==> config.mk <==
export PLATFORM = sky130hd
export DESIGN_NAME = state_sequence_ctrl
export DESIGN_NICKNAME = d
export VERILOG_FILES = /design/src/rtl/state_sequence_ctrl.sv
export SDC_FILE = /design/constraint.sdc
export NUM_CORES = 1
export LEC_CHECK = 0
export ABC_AREA = 1
export CAP_MARGIN = 20
export CORE_AREA = 3 3 50 52
export CTS_BUF_LIST = sky130_fd_sc_hd__clkbuf_4 sky130_fd_sc_hd__clkbuf_8
export CTS_CLUSTER_DIAMETER = 120
export DETAILED_ROUTE_END_ITERATION = 10
export DIE_AREA = 0 0 53 55
export GPL_TIMING_DRIVEN = 0
export PLACE_DENSITY = 0.77
export SYNTH_ARGS = -nofsm -noshare
export SYNTH_HDL_FRONTEND = slang
export SYNTH_SLANG_ARGS = --single-unit
==> constraint.sdc <==
create_clock -name iClk -period 2 [get_ports iClk]
set_input_delay 0.3 -clock iClk [delete_from_list [all_inputs] [get_ports iClk]]
set_output_delay 0.3 -clock iClk [all_outputs]
set_load 0.05 [all_outputs]
==> src/rtl/state_sequence_ctrl.sv <==
// Run controller for a 2-bit state machine: holds it in restart while idle, then
// releases its pause for one cycle whenever the current state's dwell time expires.
module state_sequence_ctrl #(
   parameter int CNT_W  = 8,
   parameter int DWELL0 = 5,
   parameter int DWELL1 = 3,
   parameter int DWELL2 = 5,
   parameter int DWELL3 = 2,
   parameter int LAP_W  = 4
) (
   input  logic             iClk,
   input  logic             iRestart,
   input  logic             iStart,
   input  logic             iStop,
   input  logic             iPause,
   input  logic             iStep,
   input  logic [1:0]       iValorEstado,
   output logic             oRestart,
   output logic             oPause,
   output logic [1:0]       oEstadoCtrl,
   output logic [LAP_W-1:0] oVueltas,
   output logic             oError
);

   typedef enum logic [1:0] {
      IDLE   = 2'b00,
      RUN    = 2'b01,
      PAUSED = 2'b10,
      STEP   = 2'b11
   } ctrlState_t;

   ctrlState_t       state, stateNext;
   logic [CNT_W-1:0] cnt;
   logic [1:0]       expEstado;
   logic [1:0]       expNext;
   logic [LAP_W-1:0] vueltas;
   logic             error;
   logic             advance;

   // Counter reload so that machine state k is held for exactly DWELLk cycles.
   function automatic logic [CNT_W-1:0] dwellReload(input logic [1:0] k);
      logic [CNT_W-1:0] r;
      case (k)
         2'd0:    r = CNT_W'(DWELL0 - 1);
         2'd1:    r = CNT_W'(DWELL1 - 1);
         2'd2:    r = CNT_W'(DWELL2 - 1);
         default: r = CNT_W'(DWELL3 - 1);
      endcase
      return r;
   endfunction

   assign expNext = expEstado + 2'd1;

   always_comb begin
      advance   = 1'b0;
      stateNext = state;
      case (state)
         IDLE: begin
            if (iStart) stateNext = RUN;
         end
         RUN: begin
            if (iStop)       stateNext = IDLE;
            else if (iPause) stateNext = PAUSED;
            else if (cnt == '0) advance = 1'b1;
         end
         PAUSED: begin
            if (iStop)        stateNext = IDLE;
            else if (!iPause) stateNext = RUN;
            else if (iStep)   stateNext = STEP;
         end
         STEP: begin
            // The step advance happens even when a stop arrives in the same cycle.
            advance   = 1'b1;
            stateNext = iStop ? IDLE : PAUSED;
         end
         default: stateNext = IDLE;
      endcase
   end

   always_ff @(posedge iClk or negedge iRestart) begin
      if (!iRestart) state <= IDLE;
      else           state <= stateNext;
   end

   always_ff @(posedge iClk or negedge iRestart) begin
      if (!iRestart) begin
         cnt       <= '0;
         expEstado <= 2'd0;
         vueltas   <= '0;
         error     <= 1'b0;
      end else if (state == IDLE) begin
         // Values from the previous run stay readable until the next start.
         if (iStart) begin
            cnt       <= dwellReload(2'd0);
            expEstado <= 2'd0;
            vueltas   <= '0;
            error     <= 1'b0;
         end
      end else begin
         if (iValorEstado != expEstado) error <= 1'b1;
         if (advance) begin
            expEstado <= expNext;
            cnt       <= dwellReload(expNext);
            if (expEstado == 2'd3) vueltas <= vueltas + 1'b1;
         end else if (state == RUN && !iStop && !iPause && cnt != '0) begin
            cnt <= cnt - 1'b1;
         end
      end
   end

   assign oRestart    = (state == IDLE);
   assign oPause      = ~advance;
   assign oEstadoCtrl = state;
   assign oVueltas    = vueltas;
   assign oError      = error;

endmodule

-- Word-level counts from Yosys, hierarchy flattened
Cells that the tools add are included.
- latch bits: 0
- memories: 0
- output and inout bits: 9
- logic and storage cells: 65
- bits in registers: 17
- memory bits (read-only): 0
- input bits: 8
- bits in writable memories: 0
- shifts and indexed selects: 0
- bitwise logic cells: 1
- multipliers: 0
- equality and inequality tests: 10
- reduce and logical (&&, ||, !) cells: 19
- order comparisons: 0
- $add $sub $neg: 3
- mux-type cells: 27
- div/mod/pow operators: 0
- operator list (kind ; count):
    $mux 8 ; 4
    $mux 2 ; 10
    $mux 4 ; 4
    $eq 2x2->1 const B ; 4
    $logic_not 8->1 ; 1
    $pmux 2 s4 ; 1
    $reduce_bool 8->1 ; 1
    $sub 8x1->8 const B ; 1
    $mux 1 ; 6
    $pmux 3 s2 ; 1
    $reduce_and 2->1 ; 3
    $reduce_and 3->1 ; 2
    $reduce_bool 2->1 ; 3
    $add 4x1->4 const B ; 1
    $eq 2x1->1 const B ; 2
    $logic_not 2->1 ; 2
    $ne 4x4->1 const B ; 1
    $logic_and 1x1->1 ; 3
    $ne 3x3->1 const B ; 1
    $reduce_bool 3->1 ; 1
    $add 2x1->2 const B ; 1
    $logic_not 1->1 ; 2
    $ne 2x2->1 ; 1
    $ne 2x2->1 const B ; 1
    3 further kinds ; 3

-- Logic depth before layout (Yosys ltp)
Gate-level depths: netlist (run 1).
- word-level depth: 7
- gate-level depth with buffers: 11
- mapped depth without buffers: 11

-- Worst setup path before layout (run 1)
Ideal clock, no wire load.
- kind: register to register
- start point: register state[0], in the netlist oEstadoCtrl[0]
- end point: register vueltas[0], in the netlist oVueltas[0]
- setup time: 0.120 ns
- period minus slack after synthesis: 1.691 ns
- stages on the path, launching flop included: 10
- setup slack: 0.309 ns
- path buffers: 0
- required time: 1.880 ns
- data arrival time: 1.571 ns
- path through: dfrtp_1 nand2_1 nor2_1 nand3_2 nand2_4 nand2_8 nand2_8 o21ai_2 nand2_1 nand2_1
- longest elaborated chain between the ends: 4
- elaborated cells on any way between the ends: 9
- those cells by class: eq/ne (3); mux (2); reduce/logical (4)
- ends and longest elaborated chain (element ; RTL line ; source):
    start: declaration ; 32 ; ctrlState_t state, stateNext;
    start signal: assignment ; 82 ; else state <= stateNext;
    $eq 2x2->1 / $eq 2x1->1 (equally long branches) ; 57 ; case (state)
    $pmux 1 s2 ; 57 ;
    $reduce_bool 2->1 (no source line) ; - ;
    $reduce_and 3->1 (no source line) ; - ;
    end signal: assignment ; 104 ; if (expEstado == 2'd3) vueltas <= vueltas + 1'b1;
    end: declaration ; 36 ; logic [LAP_W-1:0] vueltas;
Parallel ways exist; a longest one is shown, timed or not.
A chain may end at the register's enable or synchronous reset.

-- Final worst setup path (run 1)
- start point: register cnt[0]
- end point: output oPause
- longest elaborated chain between the ends: 6
- ends and longest elaborated chain (element ; RTL line ; source):
    start: declaration ; 33 ; logic [CNT_W-1:0] cnt;
    start signal: assignment ; 94 ; cnt <= dwellReload(2'd0);
    start signal: assignment ; 103 ; cnt <= dwellReload(expNext);
    start signal: assignment ; 106 ; cnt <= cnt - 1'b1;
    $logic_not 8->1 ; 64 ; else if (cnt == '0) advance = 1'b1;
    $mux 1 ; 64 ;
    $mux 1 ; 63 ; else if (iPause) stateNext = PAUSED;
    $mux 1 ; 62 ; if (iStop) stateNext = IDLE;
    $pmux 1 s2 ; 57 ;
    $not 1->1 ; 112 ; assign oPause = ~advance;
    end: declaration ; 19 ; output logic oPause,
No other way between the ends.

==> out/metrics.yaml, run 1 <==
synth:
  synth_warnings: 0
  ys_seq_area_share_pct: 35.9
  yosysTopAreaCell: "dfrtp_1"
  synthFlopType: "dfrtp_1"
  yosysTopAreaCellShare_pct: 35.9
  syn_area_sq_um: 1180
  synth_edf_count: 0
  ys_types: 29
  synth_seq_cells: 17
  synth.most_common_cell: "nand2_1"
  avgSynthCellArea_sq_um: 8.05
  synth_common_cells: "nand2_1 (40), dfrtp_1 (17), nand3_1 (16)"
  ys_top_cells_by_area: "dfrtp_1 (36%), nand2_1 (13%), nand3_1 (6.8%)"
  async_flop_share_pct: 100
  synth_cells: 147
  syn_nets: 161
die:
  core_area_sq_um: 2150
  die_w_um: 53
  ios: 17
  die_h_um: 55
  dieArea_sq_um: 2920
  row_count: 17
  start_util_pct: 55.1
sta:
  fin_skew_ns: 0.00503
  slew_viol_final: 0
  final-hold-violation-count: 0
  whs_ns: 0.452
  period_share_pct: 95.8
  tightest_slew_ns: 0.798
  maxSlewHeadroom_pct: 46.6
  layout_setup_ws_ns: 0.0839
  setup_viol: 0
  max_freq_ghz: 0.522
  layout_min_cycle_time_ns: 1.92
grt:
  grt_pass1_vias: 1027
  grt_pass1_wl_um: 4380
  antenna_found_initial: 0
  grt_overflow: 0
  grt_max_degree: 18
  grt_usage_pct: 20.9
power:
  p_leak_nw: 0.736
  ir_worst_vdd_v: 0.00130
  power.density_nw_per_um2: 1600
cts:
  tritoncts: "done"
  path_clk_slew_ns: 0.10
  htreeDepth: 1
  ctsHoldBuffers: 0
  cts.sinks: 17
  cts_root_buf: "clkbuf_4"
  cts_buffers: 3
  clkLatencyLatePin_ns: 0.30
  cts_buffer_depth: 2
layout:
  regArea_sq_um: 425
  layout-drive-gt1-share_pct: 18.3
  nFillCells: 182
  multi_input_area_sq_um: 672
  syn_to_final_growth_pct: 20.4
  fin_nets: 184
  n_antenna_cell: 0
setup_path:
  cp.required_ns: 1.70
  timing.rr.end: "cnt[0]"
  crit_path_start_kind: "register"
  reg2reg_depth: 11
  setup.worst_path.class: "reg2out"
  end_kind: "primary output"
  arrival_ns: 1.62
  rrSetupSlack_ns: 0.45
  r2r_start: "cnt[0]"
  crit_fanout: 10
routing:
  dr.pass1.iters: 4
  drt-wirelength-per-cell_um: 13.3
  drc: 0
  ant_nets: 0
  vias: 1064
  dr.first_iter.drc_count: 14
  vias_per_cell: 5.40
  routed_wl_um: 2630
placement:
  gp_congestion: 0.776
  hpwl_um: 1920
  place_ws_ns: -0.442
  portBuffers: 16
worst_hold_path:
  min_path_type: "in2async"
run_status:
  status: "completed"
run:
  max_cap_viol_count: 0
routing by layer:
metal | GRT usage (%) | wire [um]
met1 | 24.6 | 1160
met2 | 37.0 | 1330
met3 | 3.75 | 90
met4 | 10.2 | 47
met5 | 0 | 0
cells in the final DEF, fill, tap and decap left out, types with 5 or more instances in the layout:
master / instances
clkdlybuf4s50_1: 13
dfrtp_1: 17
ha_1: 6
inv_1: 13
inv_2: 6
nand2_1: 40
nand3_1: 16
nor2_1: 7
o21ai_0: 5
xor2_1: 5
metrics by stage:
| stage | util, % | cell area, sq um | setup TNS, ns | cells | power, W |
|---|---|---|---|---|---|
| floorplan | - | 1180 | 0 | 147 | 0.00169 |
| global placement | 64.2 | 1380 | -0.405 | 191 | 0.00201 |
| detailed placement | 64.2 | 1380 | -0.442 | 191 | 0.00205 |
| CTS | 65.3 | 1400 | -0.0563 | 195 | 0.00225 |
| global route | 66.3 | 1430 | -0.0104 | 197 | 0.00248 |
| finish | 66.3 | 1430 | 0 | 197 | 0.00228 |
how the worst max path moves through the flow:
| stage | from | end | slack [ns] | depth (start not counted) |
|---|---|---|---|---|
| 6_report | cnt[0] | oPause | 0.08 | 8 |
| 5_1_grt | cnt[1] | oPause | -0.01 | 8 |
| 4_1_cts | cnt[0] | oPause | -0.06 | 8 |
| 3_5_place_dp | iStop | oPause | -0.44 | 8 |
| 3_3_place_gp | iStop | oPause | -0.41 | 8 |
| 2_1_floorplan | oEstadoCtrl[0] | oVueltas[0] | 0.31 | 9 |
where the power goes:
part,internal (W),leakage (nW),switching [W]
clock,0.0000913,0.0184,0.000115
sequential,0.000460,0.222,0.000132
combinational,0.000510,0.496,0.000968
total,0.00106,0.736,0.00121
critical path: stages, from the launching register on:
cell	delay (ns)
dfrtp_1	0.40
inv_2	0.09
ha_1	0.15
nand2_1	0.06
nor2_2	0.12
nand3_2	0.12
nand2_4	0.12
nand2_8	0.10
buf_6	0.17
state kept, by name, indices dropped and copies added (netlist names):
| register | cells |
|---|---|
| cnt | 8 |
| expEstado | 2 |
| oError | 1 |
| oEstadoCtrl | 2 |
| oVueltas | 4 |
logic make-up after synthesis:
family	after synthesis	synth area share, %
AOI/OAI and AO/OA	13	6.24
xor gates and xnor gates	5	3.70
adders and majority gates	6	6.34
buffers and inverters	21	7.51
DFF	17	35.9
and+or+nand+nor	85	40.3
cell type report:
| class | count | area share, % |
|---|---|---|
| multi-input combinational | 109 | 47.1 |
| sequential | 17 | 29.9 |
| timing repair buffer | 18 | 12.2 |
| inverter | 20 | 5.44 |
| tap | 28 | 2.46 |
| clock buffer | 4 | 2.11 |
| buffer | 1 | 0.790 |
what timing repair did:
action,in CTS,in global routing
buffers inserted,0,2
pin swaps,0,1
endpoints found under the setup margin,3,1
resized for setup,8,3
Power figures use the tool's default switching activity.
==> inputs of run 2 (changes only) <==
- SLEW_MARGIN: unset -> 5
==> results of run 2 <==
The final DEF is identical to that of run 1; final timing and power are the same.
